[src/rtl/qreg_uart_tx_pkg.sv]
// Shared types and line-level constants for the queued UART transmitter.
// QREG_UART_TX_PARITY_EN adds the even-parity bit state to the frame.
package qreg_uart_tx_pkg;

`ifdef QREG_UART_TX_PARITY_EN
    typedef enum logic [2:0] {
        IDLE,
        START,
        DATA,
        PARITY,
        STOP
    } txState_t;
`else
    typedef enum logic [2:0] {
        IDLE,
        START,
        DATA,
        STOP
    } txState_t;
`endif

    localparam logic START_BIT  = 1'b0;
    localparam logic STOP_BIT   = 1'b1;
    localparam logic IDLE_LEVEL = 1'b1;

    // Even parity: the parity bit makes the total count of ones even.
    function automatic logic evenParity(input logic [7:0] b);
        return ^b;
    endfunction

endpackage

[src/rtl/qreg_uart_tx_fifo.sv]
// Byte queue feeding the transmitter; a push into a full queue is accepted
// only when a pop happens on the same edge.
module qreg_uart_tx_fifo #(
    parameter int DEPTH = 4,
    localparam int PTR_W = $clog2(DEPTH),
    localparam int CNT_W = $clog2(DEPTH + 1)
) (
    input  logic             clk,
    input  logic             reset,
    input  logic             push,
    input  logic             pop,
    input  logic [7:0]       wrData,
    output logic [7:0]       rdData,
    output logic             full,
    output logic             empty,
    output logic [CNT_W-1:0] count
);

    logic [7:0]       mem [DEPTH];
    logic [PTR_W-1:0] wrPtr;
    logic [PTR_W-1:0] rdPtr;
    logic             doPush;
    logic             doPop;

    assign full   = (count == CNT_W'(DEPTH));
    assign empty  = (count == '0);
    assign doPop  = pop && !empty;
    assign doPush = push && (!full || doPop);
    assign rdData = mem[rdPtr];

    // Pointers are exactly log2(DEPTH) wide, so they wrap modulo DEPTH on their own.
    // NOTE: sequential state is always assigned with <= so every register
    // samples the pre-edge values regardless of statement order.
    always_ff @(posedge clk or posedge reset) begin
        if (reset) begin
            wrPtr <= '0;
            rdPtr <= '0;
            count <= '0;
        end else begin
            if (doPush) wrPtr <= wrPtr + 1'b1;
            if (doPop)  rdPtr <= rdPtr + 1'b1;
            unique case ({doPush, doPop})
                2'b10:   count <= count + 1'b1;
                2'b01:   count <= count - 1'b1;
                default: count <= count;
            endcase
        end
    end

    // NOTE: the storage array is deliberately not reset; contents are only
    // ever read behind a valid count, and leaving it unreset lets it map to RAM.
    always_ff @(posedge clk) begin
        if (doPush) mem[wrPtr] <= wrData;
    end

endmodule

[src/rtl/qreg_uart_tx.sv]
// Queued UART transmitter: CPU writes land in a small FIFO, the FSM serialises
// them as 8N1 frames (8E1 when QREG_UART_TX_PARITY_EN is defined).
module qreg_uart_tx
    import qreg_uart_tx_pkg::*;
#(
    parameter int CLKS_PER_BIT = 4,
    parameter int FIFO_DEPTH   = 4
) (
    input  logic       clk,
    input  logic       reset,
    input  logic       triggerQ,
    input  logic [7:0] dbus,
    output logic       txd,
    output logic       full,
    output logic       busy,
    output logic       overflow
);

    localparam int         CNT_W     = $clog2(FIFO_DEPTH + 1);
    localparam logic [7:0] BAUD_LAST = 8'(CLKS_PER_BIT - 1);

    txState_t         state;
    txState_t         nextState;
    logic [7:0]       baudCnt;
    logic [2:0]       bitIdx;
    logic [7:0]       shiftReg;
    logic             bitEnd;
    logic             pop;
    logic             fifoFull;
    logic             fifoEmpty;
    logic [7:0]       fifoData;
    logic [CNT_W-1:0] fifoCount;
`ifdef QREG_UART_TX_PARITY_EN
    logic             parityBit;
`endif

    qreg_uart_tx_fifo #(
        .DEPTH (FIFO_DEPTH)
    ) uFifo (
        .clk    (clk),
        .reset  (reset),
        .push   (triggerQ),
        .pop    (pop),
        .wrData (dbus),
        .rdData (fifoData),
        .full   (fifoFull),
        .empty  (fifoEmpty),
        .count  (fifoCount)
    );

    assign bitEnd = (baudCnt == BAUD_LAST);
    assign pop    = (state == IDLE) && !fifoEmpty;

    always_ff @(posedge clk or posedge reset) begin
        if (reset) state <= IDLE;
        else       state <= nextState;
    end

    // NOTE: every combinational output gets a default before the case so no
    // path leaves it unassigned, which would otherwise infer a latch.
    always_comb begin
        nextState = state;
        unique case (state)
            IDLE:  if (!fifoEmpty) nextState = START;
            START: if (bitEnd) nextState = DATA;
`ifdef QREG_UART_TX_PARITY_EN
            DATA:   if (bitEnd && bitIdx == 3'd7) nextState = PARITY;
            PARITY: if (bitEnd) nextState = STOP;
`else
            DATA:   if (bitEnd && bitIdx == 3'd7) nextState = STOP;
`endif
            STOP:  if (bitEnd) nextState = IDLE;
            default: nextState = IDLE;
        endcase
    end

    always_comb begin
        txd = IDLE_LEVEL;
        unique case (state)
            IDLE:   txd = IDLE_LEVEL;
            START:  txd = START_BIT;
            DATA:   txd = shiftReg[0];
`ifdef QREG_UART_TX_PARITY_EN
            PARITY: txd = parityBit;
`endif
            STOP:   txd = STOP_BIT;
            default: txd = IDLE_LEVEL;
        endcase
    end

    assign full = fifoFull;
    assign busy = (state != IDLE) || (fifoCount != '0);

    // Baud counter idles at zero so the start bit gets a full bit period.
    always_ff @(posedge clk or posedge reset) begin
        if (reset) begin
            baudCnt  <= '0;
            bitIdx   <= '0;
            shiftReg <= '0;
        end else begin
            if (state == IDLE || bitEnd) baudCnt <= '0;
            else                         baudCnt <= baudCnt + 8'd1;

            if (pop) begin
                shiftReg <= fifoData;
                bitIdx   <= '0;
            end else if (state == DATA && bitEnd) begin
                shiftReg <= {1'b0, shiftReg[7:1]};
                bitIdx   <= bitIdx + 3'd1;
            end
        end
    end

`ifdef QREG_UART_TX_PARITY_EN
    always_ff @(posedge clk or posedge reset) begin
        if (reset)    parityBit <= 1'b0;
        else if (pop) parityBit <= evenParity(fifoData);
    end
`endif

    // A write into a full queue survives only if the IDLE pop frees a slot.
    always_ff @(posedge clk or posedge reset) begin
        if (reset)                            overflow <= 1'b0;
        else if (triggerQ && fifoFull && !pop) overflow <= 1'b1;
    end

endmodule

[config.mk]
export PLATFORM = sky130hd
export DESIGN_NAME = qreg_uart_tx
export DESIGN_NICKNAME = d
export VERILOG_FILES = /design/src/rtl/qreg_uart_tx_pkg.sv /design/src/rtl/qreg_uart_tx_fifo.sv /design/src/rtl/qreg_uart_tx.sv
export SDC_FILE = /design/constraint.sdc
export NUM_CORES = 1
export LEC_CHECK = 0
export BUFFER_PORTS_ARGS = -buffer_cell sky130_fd_sc_hd__buf_2
export CAP_MARGIN = 0
export CORE_ASPECT_RATIO = 1.1
export CORE_MARGIN = 5
export CORE_UTILIZATION = 25
export DETAILED_ROUTE_END_ITERATION = 16
export MAX_ROUTING_LAYER = met4
export PLACE_DENSITY_LB_ADDON = 0.25
export SLEW_MARGIN = 25
export SYNTH_ARGS = -nofsm -noshare
export SYNTH_HDL_FRONTEND = slang
export SYNTH_SLANG_ARGS = --single-unit
[constraint.sdc]
create_clock -name clk -period 4.2 [get_ports clk]
set_input_delay 0.84 -clock clk [delete_from_list [all_inputs] [get_ports clk]]
set_output_delay 0.84 -clock clk [all_outputs]
set_load 0.02 [all_outputs]
==> results of run 1 <==
==> per-layer routing <==
layer  global-route usage  part of all wire  up-vias
met2                0.127              0.47       26
met3               0.0194             0.032        8
met1                0.100              0.47      792
met5                    -                 0        -
li1                     -                 -      785
met4               0.0456             0.022        0
==> worst register-to-register path, delay by kind of cell, from the launching register on <==
family	cells	cell delay, ps
AND/OR/NAND/NOR	3	790
flip-flops	1	430
AO/OA/AOI/OAI	2	810
buffers and inverters	1	100
adder cells (fa/ha/maj)	2	830
==> kinds of logic (layout without fill, tap and decap cells) <==
group / after synthesis / after routing / share of synthesized area
flops: 61 / 61 / 0.596
simple gates: 53 / 53 / 0.119
compound gates: 35 / 35 / 0.0964
buf+inv: 21 / 43 / 0.0371
fa+ha+maj: 12 / 12 / 0.0557
mux: 10 / 10 / 0.0712
xor+xnor: 8 / 8 / 0.0248
==> layout by cell type, fill, tap and decap left out, drive strengths merged, types with 2 or more instances in the layout <==
master	n
a21oi	5
a221o	7
a22o	3
and2	12
buf	15
clkbuf	9
clkinv	4
clkinvlp	2
dfrtp	29
edfxtp	32
ha	11
inv	12
mux4	8
nand2	5
nand3	6
nor2	9
nor2b	2
nor4b	2
o211ai	2
o21ai	8
o21ba	2
o31ai	2
or3	7
or3b	2
or4b	3
xnor2	4
xor2	4
==> state kept, by name, summed over array words and instances, names as in the netlist <==
name,count
uFifo.mem,32
shiftReg,8
uFifo.rdPtr,2
uFifo.wrPtr,2
uFifo.count,3
state,2
baudCnt,8
bitIdx,3
overflow,1
==> layout make-up <==
cell class	instances	share of cell area
clock inverters	7	0.0229
clock buffers	9	0.0676
repair buffers	15	0.0233
well taps	147	0.0552
flip-flops and latches	61	0.506
multi-input cells	118	0.311
inverters	12	0.0135
==> through the flow <==
step	power, mW	instances	hold slack [ps]	area (um^2)	setup WS [ps]
after global placement	1.78	353	445	3030	1230
after floorplan	1.61	200	476	2830	1580
final	2.48	369	463	3330	1140
after global routing	2.66	369	473	3330	865
after CTS	2.52	369	462	3330	1100
after detailed placement	1.78	353	449	3030	1110
==> cells in the mapped netlist (2+ instances only) <==
cell type / n
mux4_2: 8
nor4b_1: 2
o211ai_1: 2
a221o_1: 7
and2_1: 12
o31ai_1: 2
or3_1: 5
nand3_1: 6
nor2_1: 9
nor2b_1: 2
dfrtp_1: 29
o21ai_0: 7
xor2_1: 4
nand2_1: 5
buf_6: 2
xnor2_1: 4
edfxtp_1: 32
clkbuf_1: 5
a22o_2: 3
ha_1: 11
inv_1: 12
a21oi_1: 5
or3b_2: 2
or4b_4: 2
==> worst paths after layout <==
kind                                           start                         end  slack, ps
max in group asynchronous                      reset        baudCnt[4]$_DFF_PP0_       3080
worst max-delay path            state[1]$_DFFE_PP0P_  uFifo.count[2]$_DFFE_PP0P_       1140
worst min register to register  overflow$_DFFE_PP0P_        overflow$_DFFE_PP0P_        460
worst max register to register  state[1]$_DFFE_PP0P_  uFifo.count[2]$_DFFE_PP0P_       1140
worst min-delay path            overflow$_DFFE_PP0P_        overflow$_DFFE_PP0P_        460
min in group asynchronous                      reset  uFifo.count[2]$_DFFE_PP0P_        500
==> power by group <==
part / internal, mW / switching, mW
registers: 0.816 / 0.163
clock network: 0.460 / 0.271
logic: 0.388 / 0.386
total: 1.66 / 0.820
==> impl_metrics.csv, run 1 <==
group,metric,value,unit
job,max_cap_viol_count,0,
die,die_h,122,um
routing,routed_wl,4970,um
worst_setup_path,crit_slowest_cell,"o31a_1",
worst_setup_path,crit_cells,8,
die,die_area,13500,um^2
logic_synthesis,ys_ff_latch,61,
logic_synthesis,synth-edff-count,32,
routing,routedWlPerCell,13.5,um
clock_network,numCtsBuffers,9,
clock_network,h-tree-depth,3,
logic_synthesis,ys.flop_type,"edfxtp_1",
power_and_ir_drop,cellLeakagePower,1.30,nW
routing,drc,0,
placement,place_congestion,0.693,
routing,dr.pass1.iters,4,
layout,fill_cells,1122,
layout,final_nets,240,
clock_network,cts_setup_buffers,0,
clock_network,clock_sinks,61,
worst_hold_path,min_path_type,"flip-flop to flip-flop",
worst_setup_path,crit_required,4410,ps
worst_setup_path,critical_path_arrival,3270,ps
clock_network,cts_tree,"yes",
power_and_ir_drop,ir_drop,0.313,mV
clock_network,cts_hold_buffers,0,
logic_synthesis,mappedNetlistArea,2830,um^2
worst_setup_path,crit_path_end_kind,"flip-flop",
worst_setup_path,crit_path_cell_trace,"inv_1, ha_1, o31a_1, nand2b_1, fa_1, or3b_2, and3_1, a211o_1",
layout,drive_gt1_frac,0.243,
worst_hold_path,worstHoldPathCells,1,
worst_setup_path,reg2reg_depth,8,
global_route,track_usage,0.0824,
placement,dp_hpwl,3410,um
worst_setup_path,path_class,"flip-flop to flip-flop",
power_and_ir_drop,powerDensity,746,nW/um^2
global_route,grt_pass1_wl,8460,um
timing,finalSetupTns,0,ps
die,rows,40,
timing,setup_viol,0,
timing,rsz0062_at_grt,"false",
timing,slew_violations,0,
clock_network,clk_transition_reported_paths,60,ps
timing,finalClockSkew,5.00,ps
placement,io_buffers,14,
die,die_w,111,um
timing,clock.fmax,0.326,GHz
global_route,grt_max_degree,21,
worst_setup_path,start_kind,"flip-flop",
global_route,grt_pass1_vias,1660,
logic_synthesis,synth_largest_area_cell,"edfxtp_1",
logic_synthesis,avgSynthCellArea,14.1,um^2
die,ios,15,
clock_network,cts_root_buffer,"clkbuf_16",
logic_synthesis,synth_top_area_share,0.340,
clock_network,cts_repair_resize_count,0,
timing,tightestPinTransition,611,ps
worst_setup_path,cp_num_buf_inv,1,
die,coreArea,11000,um^2
layout,n_antenna_cell,0,
status,status,"finished clean",
layout,regArea,1690,um^2
worst_setup_path,critPathMaxStageDelay,560,ps
routing,postRouteAntennaNets,0,
logic_synthesis,synthArstFlopShare,0.475,
layout,postLayoutCoreUtil,0.303,
timing,finalHoldViolCount,0,
routing,via_per_inst,4.37,
global_route,gr-total-overflow,0,
timing,slew_headroom,0.593,
logic_synthesis,syn_inst,200,
logic_synthesis,synthesis.nets,223,
layout,multi_input_area,1040,um^2
logic_synthesis,synth_area_leaders,"edfxtp_1, dfrtp_1, mux4_2",
timing,period_share,0.730,
die,initial_core_util,0.257,
logic_synthesis,yosys_warnings,0,
logic_synthesis,yosysSeqAreaShare,0.596,
layout,syn_to_final_growth,17.8,%
global_route,antenna_found_initial,0,
logic_synthesis,synth_cell_types,46,
worst_setup_path,cp_top_family,"adder cells",
routing,num_vias,1611,
clock_network,clkLatencyLatePin,320,ps
clock_network,clock_path_buffers,2,
routing,detail_route.iter0.violations,45,
worst_setup_path,cp_max_fo,14,
timing,period_needed,3060,ps
Note: power is estimated with default switching activity, not from simulation.
==> run 2, diff against run 1 <==
Clock period 4.2 ns to 2.5 ns, I/O delays scaled along.
==> run 2 against run 1 <==
  * Design area grew 1.7%
  * Worst hold slack lost 220 ps
  * Combinational power grew 81%
  * Core utilization grew 0.51 points
  * Via count grew 0.25%
  * First-iteration DRC count grew 62%
  * Highest routed layer unchanged
==> impl_metrics.csv, run 2 (synthesis gave the netlist of run 1 again) <==
group,metric,value,unit
global_route,grt_pass1_vias,1635,
die,coreArea,11000,um^2
power_and_ir_drop,p_comb_frac,0.327,
die,ios,15,
routing,routed_wl,4930,um
layout,drive_gt1_frac,0.272,
power_and_ir_drop,p_seq_frac,0.380,
clock_network,clk_transition_reported_paths,60,ps
worst_setup_path,crit_slowest_cell,"or4b_4",
global_route,track_usage,0.0808,
clock_network,clock_sinks,61,
routing,routedWlPerCell,13.1,um
worst_setup_path,cp_max_fo,12,
clock_network,cts_root_buffer,"clkbuf_16",
power_and_ir_drop,ir_drop,0.485,mV
clock_network,numCtsBuffers,9,
layout,largest_reg_flops,32,
timing,clock.fmax,0.418,GHz
global_route,grt_pass1_wl,8360,um
die,initial_core_util,0.257,
timing,period_needed,2390,ps
layout,syn_to_final_growth,19.8,%
timing,rsz0062_at_grt,"false",
layout,mostFrequentLayoutCell,"edfxtp_1",
routing,drc,0,
timing,finalClockSkew,6.09,ps
clock_network,cts_repair_resize_count,1,
layout,n_antenna_cell,0,
global_route,antenna_found_initial,0,
worst_setup_path,critical_path_arrival,1890,ps
timing,slew_violations,0,
timing,period_share,0.956,
clock_network,cts_hold_buffers,0,
routing,dr.pass1.iters,4,
timing,setup_viol,0,
timing,tightestPinTransition,513,ps
power_and_ir_drop,p_int,2.86,mW
worst_setup_path,reg2reg_depth,8,
layout,postLayoutCoreUtil,0.308,
routing,via_per_inst,4.31,
clock_network,clkLatencyLatePin,330,ps
global_route,grt_max_degree,30,
routing,postRouteAntennaNets,0,
worst_setup_path,crit_path_end_kind,"output port",
job,max_cap_viol_count,0,
worst_setup_path,crit_path_cell_trace,"inv_1, ha_2, buf_4, or4b_4, buf_2",
layout,fill_cells,1134,
layout,final_nets,246,
die,die_h,122,um
worst_setup_path,cp_top_family,"simple AND/OR/NAND/NOR gates",
timing,finalSetupTns,0,ps
placement,io_buffers,14,
power_and_ir_drop,power,4.27,mW
clock_network,clock_path_buffers,2,
worst_setup_path,crit_required,2000,ps
routing,detail_route.iter0.violations,73,
layout,top_register,"uFifo.mem",
die,die_area,13500,um^2
timing,finalHoldViolCount,0,
worst_setup_path,critPathMaxStageDelay,510,ps
die,rows,40,
timing,slew_headroom,0.656,
placement,place_congestion,0.707,
worst_setup_path,start_kind,"flip-flop",
power_and_ir_drop,cellLeakagePower,1.33,nW
worst_hold_path,min_path_type,"input port to asynchronous set/reset pin",
clock_network,h-tree-depth,3,
global_route,gr-total-overflow,0,
power_and_ir_drop,powerDensity,1260,nW/um^2
status,status,"finished clean",
die,die_w,111,um
routing,num_vias,1615,
power_and_ir_drop,switching_share,0.330,
layout,final_cell_mix,"edfxtp_1, dfrtp_1, buf_2, and2_1, inv_1",
layout,top_regs,"uFifo.mem: 32 flops, baudCnt: 8 flops, shiftReg: 8 flops",
clock_network,cts_setup_buffers,0,
power_and_ir_drop,p_switching,1.41,mW
worst_setup_path,path_class,"flip-flop to output port",
worst_setup_path,rrSetupSlack,150,ps
clock_network,cts_tree,"yes",
power_and_ir_drop,pwr-share-clk,0.293,
worst_setup_path,crit_cells,5,
worst_setup_path,cp_num_buf_inv,3,
placement,dp_hpwl,3360,um
run 2: layout make-up:
type | count | area, um^2 | area share
Clock buffer | 9 | 225 | 0.0665
Clock inverter | 7 | 81.3 | 0.0240
Inverter | 12 | 45.0 | 0.0133
Multi-Input combinational cell | 118 | 1040 | 0.308
Sequential cell | 61 | 1690 | 0.498
Tap cell | 147 | 184 | 0.0543
Timing Repair Buffer | 21 | 123 | 0.0362
run 2: worst min-delay path: stages:
cell and delay [ps]:
buf_2 90, inv_1 40, buf_4 350
run 2: routing by layer:
metal / share of wire / track usage / vias up
met5: 0 / - / -
met3: 0.026 / 0.0199 / 16
li1: - / - / 790
met4: 0.028 / 0.0456 / 0
met1: 0.49 / 0.102 / 789
met2: 0.46 / 0.119 / 20
run 2: path summary, 6_finish.rpt:
kind | from | to
max in group asynchronous | reset | uFifo.rdPtr[0]$_DFFE_PP0N_
worst min register to register | overflow$_DFFE_PP0P_ | overflow$_DFFE_PP0P_
min in group clk | dbus[2] | uFifo.mem[3][2]$_DFFE_PP_
worst max register to register | state[1]$_DFFE_PP0P_ | uFifo.count[2]$_DFFE_PP0P_
worst min-delay path | reset | overflow$_DFFE_PP0P_
worst max-delay path | state[1]$_DFFE_PP0P_ | busy
run 2: stage by stage:
stage / worst slack [ps] / hold slack (ps) / cell area, um^2 / instances
after floorplan: 4.00 / 476 / 2840 / 200
after global placement: 225 / 448 / 3080 / 359
after detailed placement: 155 / 453 / 3080 / 359
after CTS: 91.2 / 243 / 3390 / 375
after global routing: 13.1 / 280 / 3390 / 375
final: 109 / 240 / 3390 / 375
run 2: power by group through the flow:
stage / clock (mW) / combinational, mW / sequential (mW)
after global routing: 1.33 / 1.58 / 1.67
after floorplan: 0 / 1.21 / 1.52
after detailed placement: 0 / 1.42 / 1.64
after CTS: 1.28 / 1.43 / 1.63
final: 1.25 / 1.40 / 1.62
after global placement: 0 / 1.41 / 1.64
